## src/rtl/s641_bist_ctrl.sv

```systemverilog
// BIST sequencer for the s641 core: flush, LFSR-driven capture into a MISR, golden compare.
// Optional S641_BIST_STEP_EN adds a STEP input that gates RUN-phase advancement.
module s641_bist_ctrl #(
    parameter int unsigned     PI_W       = 35,
    parameter int unsigned     PO_W       = 24,
    parameter int unsigned     N_PATTERNS = 256,
    parameter int unsigned     FLUSH_CYC  = 20,
    parameter logic [PI_W-1:0] SEED       = 35'h000000001,
    parameter logic [PO_W-1:0] GOLDEN_SIG = 24'h000000
) (
    input  logic            CK,
    input  logic            RST,
    input  logic            START,
`ifdef S641_BIST_STEP_EN
    input  logic            STEP,
`endif
    input  logic [PO_W-1:0] DUT_PO,
    output logic [PI_W-1:0] DUT_PI,
    output logic            BUSY,
    output logic            DONE,
    output logic            PASS,
    output logic [PO_W-1:0] SIGNATURE
);

    localparam logic [PI_W-1:0] SEED_EFF   = (SEED == '0) ? PI_W'(1) : SEED;
    localparam logic [PI_W-1:0] LFSR_TAPS  = PI_W'(35'h200000001);
    localparam logic [PO_W-1:0] MISR_TAPS  = PO_W'(24'hC20001);
    localparam logic [15:0]     FLUSH_LAST = 16'(FLUSH_CYC - 1);
    localparam logic [15:0]     RUN_LAST   = 16'(N_PATTERNS - 1);

    typedef enum logic [2:0] {StIdle, StFlush, StRun, StCmp, StDone} state_e;

    state_e          state_q, state_d;
    logic [PI_W-1:0] lfsr_q, lfsr_d, lfsr_nxt;
    logic [PO_W-1:0] misr_q, misr_d, misr_nxt;
    logic [15:0]     cnt_q, cnt_d;
    logic [PI_W-1:0] pi_q, pi_d;
    logic            pass_q, pass_d;
    logic            advance;

`ifdef S641_BIST_STEP_EN
    assign advance = STEP;
`else
    assign advance = 1'b1;
`endif

    assign lfsr_nxt = {lfsr_q[PI_W-2:0], 1'b0} ^ (lfsr_q[PI_W-1] ? LFSR_TAPS : '0);
    assign misr_nxt = {misr_q[PO_W-2:0], 1'b0} ^ (misr_q[PO_W-1] ? MISR_TAPS : '0) ^ DUT_PO;

    always_comb begin
        state_d = state_q;
        lfsr_d  = lfsr_q;
        misr_d  = misr_q;
        cnt_d   = cnt_q;
        pi_d    = pi_q;
        pass_d  = pass_q;
        case (state_q)
            StIdle, StDone: begin
                if (START) begin
                    state_d = StFlush;
                    cnt_d   = '0;
                    misr_d  = '0;
                    lfsr_d  = SEED_EFF;
                    pi_d    = '0;
                    pass_d  = 1'b0;
                end
            end
            StFlush: begin
                // cnt doubles as the flush counter, then restarts for the capture count
                if (cnt_q == FLUSH_LAST) begin
                    pi_d    = lfsr_q;
                    cnt_d   = '0;
                    state_d = StRun;
                end else begin
                    cnt_d = cnt_q + 16'd1;
                end
            end
            StRun: begin
                if (advance) begin
                    misr_d = misr_nxt;
                    lfsr_d = lfsr_nxt;
                    cnt_d  = cnt_q + 16'd1;
                    if (cnt_q == RUN_LAST) begin
                        pi_d    = '0;
                        state_d = StCmp;
                    end else begin
                        pi_d = lfsr_nxt;
                    end
                end
            end
            StCmp: begin
                pass_d  = (misr_q == GOLDEN_SIG);
                state_d = StDone;
            end
            default: state_d = StIdle;
        endcase
    end

    always_ff @(posedge CK or posedge RST) begin
        if (RST) begin
            state_q <= StIdle;
            lfsr_q  <= SEED_EFF;
            misr_q  <= '0;
            cnt_q   <= '0;
            pi_q    <= '0;
            pass_q  <= 1'b0;
        end else begin
            state_q <= state_d;
            lfsr_q  <= lfsr_d;
            misr_q  <= misr_d;
            cnt_q   <= cnt_d;
            pi_q    <= pi_d;
            pass_q  <= pass_d;
        end
    end

    assign DUT_PI    = pi_q;
    assign BUSY      = (state_q == StFlush) || (state_q == StRun) || (state_q == StCmp);
    assign DONE      = (state_q == StDone);
    assign PASS      = pass_q;
    assign SIGNATURE = misr_q;

endmodule
```

## config.mk

```make
export PLATFORM = sky130hd
export DESIGN_NAME = s641_bist_ctrl
export DESIGN_NICKNAME = d
export VERILOG_FILES = /design/src/rtl/s641_bist_ctrl.sv
export SDC_FILE = /design/constraint.sdc
export NUM_CORES = 1
export LEC_CHECK = 0
export CAP_MARGIN = 20
export CORE_ASPECT_RATIO = 0.8
export CORE_UTILIZATION = 57
export DETAILED_ROUTE_END_ITERATION = 8
export DONT_BUFFER_PORTS = 1
export PLACE_DENSITY = 0.74
export RECOVER_POWER = 50
export SYNTH_ARGS = -nofsm -noshare
export SYNTH_HDL_FRONTEND = slang
export SYNTH_SLANG_ARGS = --single-unit
```

## constraint.sdc

```tcl
create_clock -name CK -period 3.25 [get_ports CK]
set_input_delay 0.4875 -clock CK [delete_from_list [all_inputs] [get_ports CK]]
set_output_delay 0.4875 -clock CK [all_outputs]
set_load 0.005 [all_outputs]
```

==> Word level (Yosys, flattened, before mapping) <==
Cells that the tools add are included.
{ "totals": {"in_bits": 27, "reg_bits": 114} }
{ "classes": {"muxes": 19, "addsub": 1, "n_eq_ne": 9, "n_reduce_logical": 13, "bitwise": 3} }
{ "ops": {"columns": ["cell", "count"], "rows": [
  ["$mux W35", 4],
  ["$pmux W35 S3", 1],
  ["$pmux W35 S2", 1],
  ["$mux W24", 2],
  ["$pmux W16 S3", 1],
  ["$pmux W24 S2", 1],
  ["$xor A24 B24 Y24", 2],
  ["$xor A35 B34 Y35", 1],
  ["$mux W34", 1],
  ["$mux W16", 2],
  ["$logic_not A24 Y1", 1],
  ["$add A16 B1 Y16 const B", 1],
  ["$eq A16 B5 Y1 const B", 1],
  ["$eq A16 B8 Y1 const B", 1],
  ["$pmux W3 S4", 1],
  ["$mux W3", 3],
  ["$eq A3 B2 Y1 const B", 2],
  ["$ne A2 B2 Y1 const B", 3],
  ["$reduce_and A2 Y1", 3],
  ["$reduce_and A3 Y1", 2],
  ["$reduce_bool A2 Y1", 2],
  ["$eq A3 B1 Y1 const B", 1],
  ["$eq A3 B3 Y1 const B", 1],
  ["$logic_not A3 Y1", 1],
  ["5 further kinds", 6]
]} }

==> Depth between registers and ports, before layout <==
Gate-level depths: netlist (run 1).
{ "depth": {"word_depth": 4, "ltp_mapped": 7, "depth_no_buf": 6} }

==> Least setup slack after synthesis (run 1) <==
Ideal clock, no wire load.
{ "synth_path": {"path_type": "reg2reg", "from": "register cnt_q[12]", "to": "register cnt_q[13]", "path_stages_with_launch": 7, "arrival_ns": 2.121, "path_slack_ns": 1.011, "setup_ns": 0.118, "path_cell_list": "dfrtp_1 -> or4_1 -> or4_4 -> a21oi_2 -> buf_6 -> o21ai_1 -> a21o_1"} }
{ "synth_via": {"elab_chain_cells": 3, "word_cells_on_any_way": 4, "classes_between": "1 x add/sub; 1 x eq/ne; 2 x mux"} }
{ "synth_rtl": {"columns": ["element", "line", "rtl"], "rows": [
  ["start: declaration", "36", "logic [15:0] cnt_q, cnt_d;"],
  ["start signal: assignment", "111", "cnt_q <= cnt_d;"],
  ["$add A16 B1 Y16 or $eq A16 B5 Y1 (tied branches)", "75, 82, 70", null],
  ["$mux W16", "70", "if (cnt_q == FLUSH_LAST) begin"],
  ["$pmux W16 S3 (*)", "57", "case (state_q)"]
]} }
Every way passes the cells marked *; elsewhere a longest branch is shown, timed or not.
A chain may end at the register's enable or synchronous reset.

==> Final worst setup path (run 1) <==
{ "layout_path": {"from": "register cnt_q[12]", "to": "register cnt_q[5]"} }
{ "layout_via": {"elab_chain_cells": 3} }
{ "layout_rtl": {"columns": ["element", "line"], "rows": [
  ["$eq A16 B5 Y1", "70"],
  ["$mux W16", "70"],
  ["$pmux W16 S3", "57"]
]} }
No other way between the ends.

==> flow_summary.html, run 1 <==
<table>
<tr><th>Metric</th><th>Value</th></tr>
<tr><th colspan="2">Layout</th></tr>
<tr><td>Area of all placed cells without fillers</td><td>between 0.005 and 0.006 sq mm</td></tr>
<tr><td>Antenna fix cells</td><td>0</td></tr>
<tr><td>Layout-stage area growth over the synthesis result</td><td>14.0%</td></tr>
<tr><td>Ratio of cells with drive above 1 in the final layout</td><td>~11%</td></tr>
<tr><td>Non-Filler Instances</td><td>595</td></tr>
<tr><td>Net count, final</td><td>around 500</td></tr>
<tr><th colspan="2">Floorplanning</th></tr>
<tr><td>Cell row count</td><td>29</td></tr>
<tr><td>Die Width</td><td>approximately 110 microns</td></tr>
<tr><td>Initial Util</td><td>60.3%</td></tr>
<tr><td>Die Span Y</td><td>about 85 microns</td></tr>
<tr><td>Std-Cell Core Area</td><td>~0.008 sq mm</td></tr>
<tr><td>Area enclosed by the die boundary</td><td>roughly 0.0090 sq mm</td></tr>
<tr><td>I/O Pins</td><td>89</td></tr>
<tr><th colspan="2">Power and ir drop</th></tr>
<tr><td>Pleak</td><td>between 2 and 3 nW</td></tr>
<tr><td>Final Total Pwr</td><td>between 4 and 5 mW</td></tr>
<tr><td>Power Dens Cells</td><td>roughly 760 mW/mm^2</td></tr>
<tr><td>Maximum vdd ir drop</td><td>approximately 400 uV</td></tr>
<tr><th colspan="2">Run</th></tr>
<tr><td>Max-cap violations</td><td>0</td></tr>
<tr><th colspan="2">Timing</th></tr>
<tr><td>Setup repair after global routing missed its margin</td><td>false</td></tr>
<tr><td>Final cycle utilization of the critical path</td><td>approximately 80%</td></tr>
<tr><td>Headroom to the max-slew limit</td><td>9.23%</td></tr>
<tr><td>Setup Skew</td><td>6.45 ps</td></tr>
<tr><td>Setup TNS</td><td>0 ps</td></tr>
<tr><td>Max Fclk</td><td>393 MHz</td></tr>
<tr><td>Worst-Margin Slew</td><td>1350 ps</td></tr>
<tr><td>Post-route minimum period</td><td>about 2500 ps</td></tr>
<tr><td>Final Hold Fails</td><td>0</td></tr>
<tr><td>Slew Limit Fails</td><td>0</td></tr>
<tr><td>Minimum hold slack</td><td>between 70 and 80 ps</td></tr>
<tr><td>Final setup viols</td><td>0</td></tr>
<tr><th colspan="2">Setup path</th></tr>
<tr><td>Worst endpoint data arrival time</td><td>2950 ps</td></tr>
<tr><td>Setup Crit Path Kind</td><td>reg2reg</td></tr>
<tr><td>Worst-path cell with the longest stage delay</td><td>or4_4</td></tr>
<tr><td>R2R Setup Slk</td><td>between 700 and 800 ps</td></tr>
<tr><td>Critical path's largest stage delay</td><td>~610 ps</td></tr>
<tr><td>Maximum fanout encountered on the critical timing path</td><td>14</td></tr>
<tr><td>Depth of the worst register-to-register path</td><td>5</td></tr>
<tr><td>Nature of the critical path startpoint</td><td>flip-flop</td></tr>
<tr><td>FF-to-FF Start</td><td>cnt_q[12]</td></tr>
<tr><td>Chain of cells forming the critical path</td><td>or4_1, or4_4, a21oi_2, o21ai_1, a22o_1</td></tr>
<tr><td>Data required time at the worst endpoint</td><td>~3700 ps</td></tr>
<tr><td>Worst r2r dst</td><td>cnt_q[5]</td></tr>
<tr><td>Crit end category</td><td>flip-flop</td></tr>
<tr><th colspan="2">Placement</th></tr>
<tr><td>Number of I/O port buffers</td><td>0</td></tr>
<tr><td>Number of cells in the design after placement</td><td>561</td></tr>
<tr><td>Routability cong.</td><td>about 0.80</td></tr>
<tr><td>Final HPWL from detailed placement</td><td>approximately 6.7 mm</td></tr>
<tr><td>Post-Place Cell Area</td><td>just over 0.005 sq mm</td></tr>
<tr><th colspan="2">Worst hold path</th></tr>
<tr><td>Cell depth of the worst hold path</td><td>1</td></tr>
<tr><td>Worst min-delay path category</td><td>in2reg</td></tr>
<tr><td>Worst-case hold path end point</td><td>state_q[2]</td></tr>
<tr><td>Min-delay src</td><td>START</td></tr>
<tr><th colspan="2">Global routing</th></tr>
<tr><td>Pin count of the biggest net entering global routing</td><td>84</td></tr>
<tr><td>Gr usage total</td><td>around a quarter</td></tr>
<tr><td>Overall overflow remaining after global route</td><td>0</td></tr>
<tr><td>Number of global-route vias before repair</td><td>~3.5k</td></tr>
<tr><td>First-pass GRT wire length</td><td>roughly 18 mm</td></tr>
<tr><td>Antenna violations before repair</td><td>0</td></tr>
<tr><th colspan="2">Clock tree</th></tr>
<tr><td>Clk buf depth</td><td>2</td></tr>
<tr><td>Number of sinks on the clock net</td><td>roughly 110</td></tr>
<tr><td>Clock insertion delay at the later pin of the skew report</td><td>510 ps</td></tr>
<tr><td>Post-CTS Setup Bufs</td><td>0</td></tr>
<tr><td>H-tree level count</td><td>4</td></tr>
<tr><td>Root buffer cell</td><td>clkbuf_8</td></tr>
<tr><td>Clk slew on worst S/H paths</td><td>60 ps</td></tr>
<tr><td>TritonCTS Buffers</td><td>17</td></tr>
<tr><td>TritonCTS clock tree</td><td>yes</td></tr>
<tr><th colspan="2">Yosys</th></tr>
<tr><td>Commonest cells in the synthesized netlist</td><td>dfrtp_1, nand2_1, a22o_1</td></tr>
<tr><td>Synthesis warning total</td><td>0</td></tr>
<tr><td>Count of flip-flops with a built-in enable after synthesis</td><td>0</td></tr>
<tr><td>Cell Area, Synth</td><td>between 0.004 and 0.005 sq mm</td></tr>
<tr><td>Syn Inst Count</td><td>471</td></tr>
<tr><td>Most used DFF post-synth</td><td>dfrtp_1</td></tr>
<tr><td>Post-synth top area share</td><td>between 50% and 60%</td></tr>
<tr><td>Most frequent cell after synthesis</td><td>dfrtp_1</td></tr>
<tr><td>Cell taking the most area after synthesis</td><td>dfrtp_1</td></tr>
<tr><td>Synth area leaders</td><td>dfrtp_1, nand2_1, a22o_1</td></tr>
<tr><td>Number of different library cells in the post-synthesis netlist</td><td>42</td></tr>
<tr><td>Part of the Yosys area used for sequential elements</td><td>between 50% and 60%</td></tr>
<tr><td>Net count of the mapped netlist</td><td>500</td></tr>
<tr><td>Fraction of registers with async set or reset after synthesis</td><td>100%</td></tr>
<tr><td>Average cell area after synthesis</td><td>10.5 sq um</td></tr>
<tr><td>Flip-flop and latch count after synthesis</td><td>114</td></tr>
<tr><th colspan="2">Routing</th></tr>
<tr><td>Detail-routed net length per standard cell</td><td>roughly 18 microns</td></tr>
<tr><td>Number of vias after detailed routing</td><td>3649</td></tr>
<tr><td>Routed Wire Length</td><td>about 11 mm</td></tr>
<tr><td>Number of nets with antenna violations after routing</td><td>0</td></tr>
<tr><td>Avg Vias per Cell</td><td>6.13</td></tr>
<tr><td>First-pass DRT Iterations</td><td>5</td></tr>
<tr><td>Number of remaining DRC errors</td><td>0</td></tr>
<tr><td>Initial detailed-routing violation count</td><td>roughly 200</td></tr>
<tr><th colspan="2">Status</th></tr>
<tr><td>Run status</td><td>finished, final reports clean</td></tr>
</table>
==> metrics by stage <==
stage                     util (%)  worst slack (ps)
final                         68.7               704
after global routing          68.7               341
after global placement        61.6               782
after CTS                     68.8               697
after detailed placement      61.6               735
after floorplan                  -              1010
==> worst max-delay path by stage <==
| stage | start | cells past startpoint | slack (ps) | endpoint |
|---|---|---|---|---|
| CTS | cnt_q[12] | 5 | 700 | cnt_q[15] |
| floorplan | cnt_q[12] | 6 | 1010 | cnt_q[13] |
| global route | RST | 3 | 340 | lfsr_q[25] |
| finish | cnt_q[12] | 5 | 700 | cnt_q[5] |
| global placement | cnt_q[12] | 5 | 780 | cnt_q[6] |
| detailed placement | cnt_q[12] | 5 | 740 | cnt_q[6] |
==> state kept, by name, summed over array words and instances (netlist names) <==
| signal | cells |
|---|---|
| DUT_PI | 35 |
| PASS | 1 |
| SIGNATURE | 24 |
| cnt_q | 16 |
| lfsr_q | 35 |
| state_q | 3 |
==> where the power goes <==
part,switching [mW],internal [mW],total (mW)
Combinational,0.416,0.263,0.679
Clock,0.690,1.12,1.81
Sequential,0.186,1.56,1.75
Total,1.29,2.95,4.24
==> critical path, delay by kind of cell, from the launching register on <==
family	cells	cell delay [ps]
AND/OR/NAND/NOR	2	1200
AO/OA/AOI/OAI	3	820
flip-flops	1	410
==> layer usage <==
metal / vias to the layer above / global-route usage [%] / share of wire [%]
met4: 0 / 11.9 / 1.2
li1: 1692 / - / -
met3: 11 / 7.68 / 6.2
met1: 1819 / 34.5 / 45
met2: 127 / 39.2 / 47
met5: - / 0 / 0
==> logic make-up after synthesis <==
group / Yosys count / synth area share (%)
AND/OR/NAND/NOR: 158 / 14.6
AO/OA/AOI/OAI: 131 / 18.6
flip-flops: 114 / 58.0
buffers and inverters: 36 / 2.97
XOR/XNOR: 30 / 5.34
adder cells (fa/ha/maj): 2 / 0.508
==> cells in the final DEF, fill, tap and decap left out, types with 2 or more instances in the layout <==
| master | n |
|---|---|
| o21ai_1 | 4 |
| clkinvlp_4 | 5 |
| or4_4 | 2 |
| a21o_1 | 2 |
| buf_4 | 5 |
| nand2b_1 | 2 |
| xor2_1 | 4 |
| clkbuf_4 | 2 |
| nand2_1 | 101 |
| or3_1 | 4 |
| inv_6 | 5 |
| dfrtp_1 | 113 |
| nor3b_1 | 2 |
| xnor2_1 | 26 |
| nor4_1 | 6 |
| nand4_1 | 5 |
| a22oi_1 | 34 |
| a21oi_1 | 9 |
| or2_2 | 2 |
| clkinv_2 | 2 |
| or4_1 | 2 |
| o21ai_0 | 30 |
| nand3b_1 | 2 |
| nor2_1 | 12 |
| a21oi_2 | 3 |
| ha_1 | 2 |
| nand3_1 | 7 |
| clkbuf_16 | 16 |
| bufinv_16 | 2 |
| o22ai_1 | 5 |
| nor3_1 | 5 |
| a22o_1 | 37 |
| clkbuf_8 | 2 |
| inv_1 | 11 |
==> area by class of cell <==
class | count | area (sq um)
Clock buffer | 18 | 428
Tap cell | 108 | 135
Clock inverter | 14 | 151
Sequential cell | 114 | 2850
Inverter | 12 | 46.3
Timing Repair Buffer | 8 | 62.6
Multi-Input combinational cell | 321 | 1930
Fill cell | 608 | 2550
==> what timing repair did <==
| item | CTS | global route |
|---|---|---|
| setup endpoints to repair | 0 | 0 |
| hold buffers | 1 | 0 |
| resized for setup | 0 | 0 |
| endpoints found under the hold margin | 31 | 0 |
Power figures use the tool's default switching activity.
==> inputs of run 2 (changes only) <==
clock period = 2.2 ns   (was 3.25 ns; I/O delays follow)
==> flow_summary.html, run 2 (same netlist as run 1, synthesis figures left out) <==
<table>
<tr><th>Metric</th><th>Value</th></tr>
<tr><th colspan="2">Timing</th></tr>
<tr><td>Worst-Margin Slew</td><td>1290 ps (was 1350 ps)</td></tr>
<tr><td>Worst setup slack after layout</td><td>-86.8 ps (was 704 ps)</td></tr>
<tr><td>Setup Skew</td><td>10.9 ps (was 6.45 ps)</td></tr>
<tr><td>Final cycle utilization of the critical path</td><td>104% (was 78.3%)</td></tr>
<tr><td>Final setup viols</td><td>38 (was 0)</td></tr>
<tr><td>Headroom to the max-slew limit</td><td>13.8% (was 9.23%)</td></tr>
<tr><td>Setup TNS</td><td>-1150 ps (was 0 ps)</td></tr>
<tr><td>Setup repair after global routing missed its margin</td><td>true (was false)</td></tr>
<tr><td>Slew Limit Fails</td><td>0 (unchanged)</td></tr>
<tr><td>Max Fclk</td><td>437 MHz (was 393 MHz)</td></tr>
<tr><td>Minimum hold slack</td><td>14.1 ps (was 74.6 ps)</td></tr>
<tr><td>Post-route minimum period</td><td>2290 ps (was 2550 ps)</td></tr>
<tr><td>Final Hold Fails</td><td>0 (unchanged)</td></tr>
<tr><th colspan="2">Floorplanning</th></tr>
<tr><td>Initial Util</td><td>60.3% (unchanged)</td></tr>
<tr><td>Cell row count</td><td>29 (unchanged)</td></tr>
<tr><td>I/O Pins</td><td>89 (unchanged)</td></tr>
<tr><td>Die Width</td><td>106 microns (unchanged)</td></tr>
<tr><td>Area enclosed by the die boundary</td><td>0.00901 sq mm (unchanged)</td></tr>
<tr><td>Die Span Y</td><td>85.1 microns (unchanged)</td></tr>
<tr><td>Std-Cell Core Area</td><td>0.00816 sq mm (unchanged)</td></tr>
<tr><th colspan="2">Power and ir drop</th></tr>
<tr><td>Part of the power in combinational logic</td><td>25.1% (was 16.0%)</td></tr>
<tr><td>Maximum vdd ir drop</td><td>620 uV (was 403 uV)</td></tr>
<tr><td>Power Dens Cells</td><td>1090 mW/mm^2 (was 755 mW/mm^2)</td></tr>
<tr><td>Portion of total power attributed to sequential cells</td><td>37.2% (was 41.3%)</td></tr>
<tr><td>Switching Power</td><td>2.09 mW (was 1.29 mW)</td></tr>
<tr><td>Clock group share of total power</td><td>37.7% (was 42.7%)</td></tr>
<tr><td>Pleak</td><td>2.92 nW (was 2.63 nW)</td></tr>
<tr><td>Fraction of power spent switching nets</td><td>30.5% (about the same)</td></tr>
<tr><td>Total internal power</td><td>4.78 mW (was 2.95 mW)</td></tr>
<tr><th colspan="2">Layout</th></tr>
<tr><td>Ratio of cells with drive above 1 in the final layout</td><td>23.0% (was 10.9%)</td></tr>
<tr><td>Area of all placed cells without fillers</td><td>0.00632 sq mm (was 0.00561 sq mm)</td></tr>
<tr><td>Most common library cell in the layout ignoring fill and taps</td><td>dfrtp_1 (unchanged)</td></tr>
<tr><td>Combined area of the multi-input logic cells</td><td>0.00216 sq mm (was 0.00193 sq mm)</td></tr>
<tr><td>Total area of sequential cells</td><td>0.00285 sq mm (unchanged)</td></tr>
<tr><td>Final Util</td><td>77.5% (was 68.7%)</td></tr>
<tr><td>Antenna fix cells</td><td>0 (unchanged)</td></tr>
<tr><td>Layout-stage area growth over the synthesis result</td><td>28.5% (was 14.0%)</td></tr>
<tr><td>Net count, final</td><td>545 (was 503)</td></tr>
<tr><td>Number of fill cells in the layout</td><td>502 (was 608)</td></tr>
<tr><td>Most frequent cells in the layout</td><td>dfrtp_1, nand2_1, a22o_1, a22oi_2, o21ai_0 (was dfrtp_1, nand2_1, a22o_1, a22oi_1, o21ai_0)</td></tr>
<tr><th colspan="2">Clock tree</th></tr>
<tr><td>Clk buf depth</td><td>2 (unchanged)</td></tr>
<tr><td>TritonCTS clock tree</td><td>yes (unchanged)</td></tr>
<tr><td>Root buffer cell</td><td>clkbuf_8 (unchanged)</td></tr>
<tr><td>H-tree level count</td><td>4 (unchanged)</td></tr>
<tr><td>Clock insertion delay at the later pin of the skew report</td><td>520 ps (was 510 ps)</td></tr>
<tr><td>TritonCTS Buffers</td><td>17 (unchanged)</td></tr>
<tr><td>Clk slew on worst S/H paths</td><td>60 ps (about the same)</td></tr>
<tr><td>Number of sinks on the clock net</td><td>114 (unchanged)</td></tr>
<tr><th colspan="2">Global routing</th></tr>
<tr><td>Pin count of the biggest net entering global routing</td><td>41 (was 84)</td></tr>
<tr><td>Gr usage total</td><td>27.9% (was 25.8%)</td></tr>
<tr><td>Number of global-route vias before repair</td><td>3752 (was 3526)</td></tr>
<tr><td>Overall overflow remaining after global route</td><td>0 (unchanged)</td></tr>
<tr><td>Antenna violations before repair</td><td>0 (unchanged)</td></tr>
<tr><td>First-pass GRT wire length</td><td>19.2 mm (was 17.9 mm)</td></tr>
<tr><th colspan="2">Setup path</th></tr>
<tr><td>Worst endpoint data arrival time</td><td>2680 ps (was 2950 ps)</td></tr>
<tr><td>Nature of the critical path startpoint</td><td>flip-flop (unchanged)</td></tr>
<tr><td>Crit end category</td><td>flip-flop (unchanged)</td></tr>
<tr><td>Setup Crit Path Kind</td><td>reg2reg (unchanged)</td></tr>
<tr><td>Data required time at the worst endpoint</td><td>2590 ps (was 3650 ps)</td></tr>
<tr><td>Maximum fanout encountered on the critical timing path</td><td>6 (was 14)</td></tr>
<tr><th colspan="2">Routing</th></tr>
<tr><td>Number of nets with antenna violations after routing</td><td>0 (unchanged)</td></tr>
<tr><td>Routed Wire Length</td><td>13.9 mm (was 10.9 mm)</td></tr>
<tr><td>Detail-routed net length per standard cell</td><td>21.9 microns (was 18.3 microns)</td></tr>
<tr><td>Number of vias after detailed routing</td><td>4076 (was 3649)</td></tr>
<tr><td>Initial detailed-routing violation count</td><td>348 (was 203)</td></tr>
<tr><td>Number of remaining DRC errors</td><td>0 (unchanged)</td></tr>
<tr><td>First-pass DRT Iterations</td><td>5 (unchanged)</td></tr>
<tr><td>Avg Vias per Cell</td><td>6.42 (was 6.13)</td></tr>
<tr><th colspan="2">Status</th></tr>
<tr><td>Violations in the final reports</td><td>negative setup slack</td></tr>
<tr><td>Run status</td><td>complete, but fails checks (was finished, final reports clean)</td></tr>
<tr><th colspan="2">Placement</th></tr>
<tr><td>Final HPWL from detailed placement</td><td>7.11 mm (was 6.66 mm)</td></tr>
<tr><td>Routability cong.</td><td>0.854 (was 0.800)</td></tr>
<tr><td>Number of I/O port buffers</td><td>0 (unchanged)</td></tr>
<tr><td>Post-Place Cell Area</td><td>0.00522 sq mm (was 0.00503 sq mm)</td></tr>
<tr><th colspan="2">Run</th></tr>
<tr><td>Max-cap violations</td><td>0 (unchanged)</td></tr>
<tr><th colspan="2">Worst hold path</th></tr>
<tr><td>Worst min-delay path category</td><td>in2reg (unchanged)</td></tr>
</table>
run 2: worst paths after layout:
check / from / end / slack, ps / cells after the start
worst min-delay path: DUT_PO[18] / SIGNATURE[18] / 10 / 2
worst max-delay path: cnt_q[8] / DUT_PI[34] / -90 / 8
worst min register to register: DUT_PI[14] / DUT_PI[14] / 530 / 2
max in group asynchronous: RST / cnt_q[6] / 320 / 3
worst max register to register: cnt_q[8] / DUT_PI[34] / -90 / 8
min in group asynchronous: RST / lfsr_q[6] / 540 / 2
run 2: power by group through the flow:
stage	clock network [mW]	registers, mW	logic (mW)
CTS	2.59	2.54	1.39
floorplan	0	2.53	0.806
global route	2.71	2.58	1.82
detailed placement	0	2.57	1.22
finish	2.59	2.56	1.72
global placement	0	2.56	1.17
run 2: through the flow:
step                      setup slack [ps]  power (mW)  cells
after floorplan                       22.2        3.33    471
after CTS                            -26.9        6.52    623
after detailed placement              -132        3.78    581
after global placement               -62.7        3.73    581
final                                -86.8        6.87    635
after global routing                 -98.9        7.12    635
run 2: final cells by class:
type | instances | area share [%]
well taps | 108 | 2.14
clock inverters | 5 | 1.23
inverters | 12 | 0.732
clock buffers | 25 | 7.50
repair buffers | 50 | 9.16
multi-input cells | 321 | 34.1
flip-flops and latches | 114 | 45.1
run 2: per-layer routing:
| metal | wire (microns) | track usage [%] | part of all wire (%) |
|---|---|---|---|
| met1 | 5840 | 38.8 | 42 |
| met2 | 6420 | 41.4 | 46 |
| met3 | 1370 | 9.06 | 9.9 |
| met4 | 253 | 10.5 | 1.8 |
| met5 | 0 | 0 | 0 |
run 2: timing repair:
action,CTS,global route
setup endpoints to repair,48,46
buffers inserted,3,1
hold buffers,9,0
hold endpoints to repair,33,0
cloned,0,11
pin swaps,4,39
resized for setup,8,44
run 2: worst max-delay path, cell delays in order (launching register included):
cell and delay [ps]:
dfrtp_1 390, or4_4 560, buf_6 140, nor4_4 310, buf_4 190, a21oi_4 120
clkbuf_16 200, a22oi_2 140, nand2_1 110
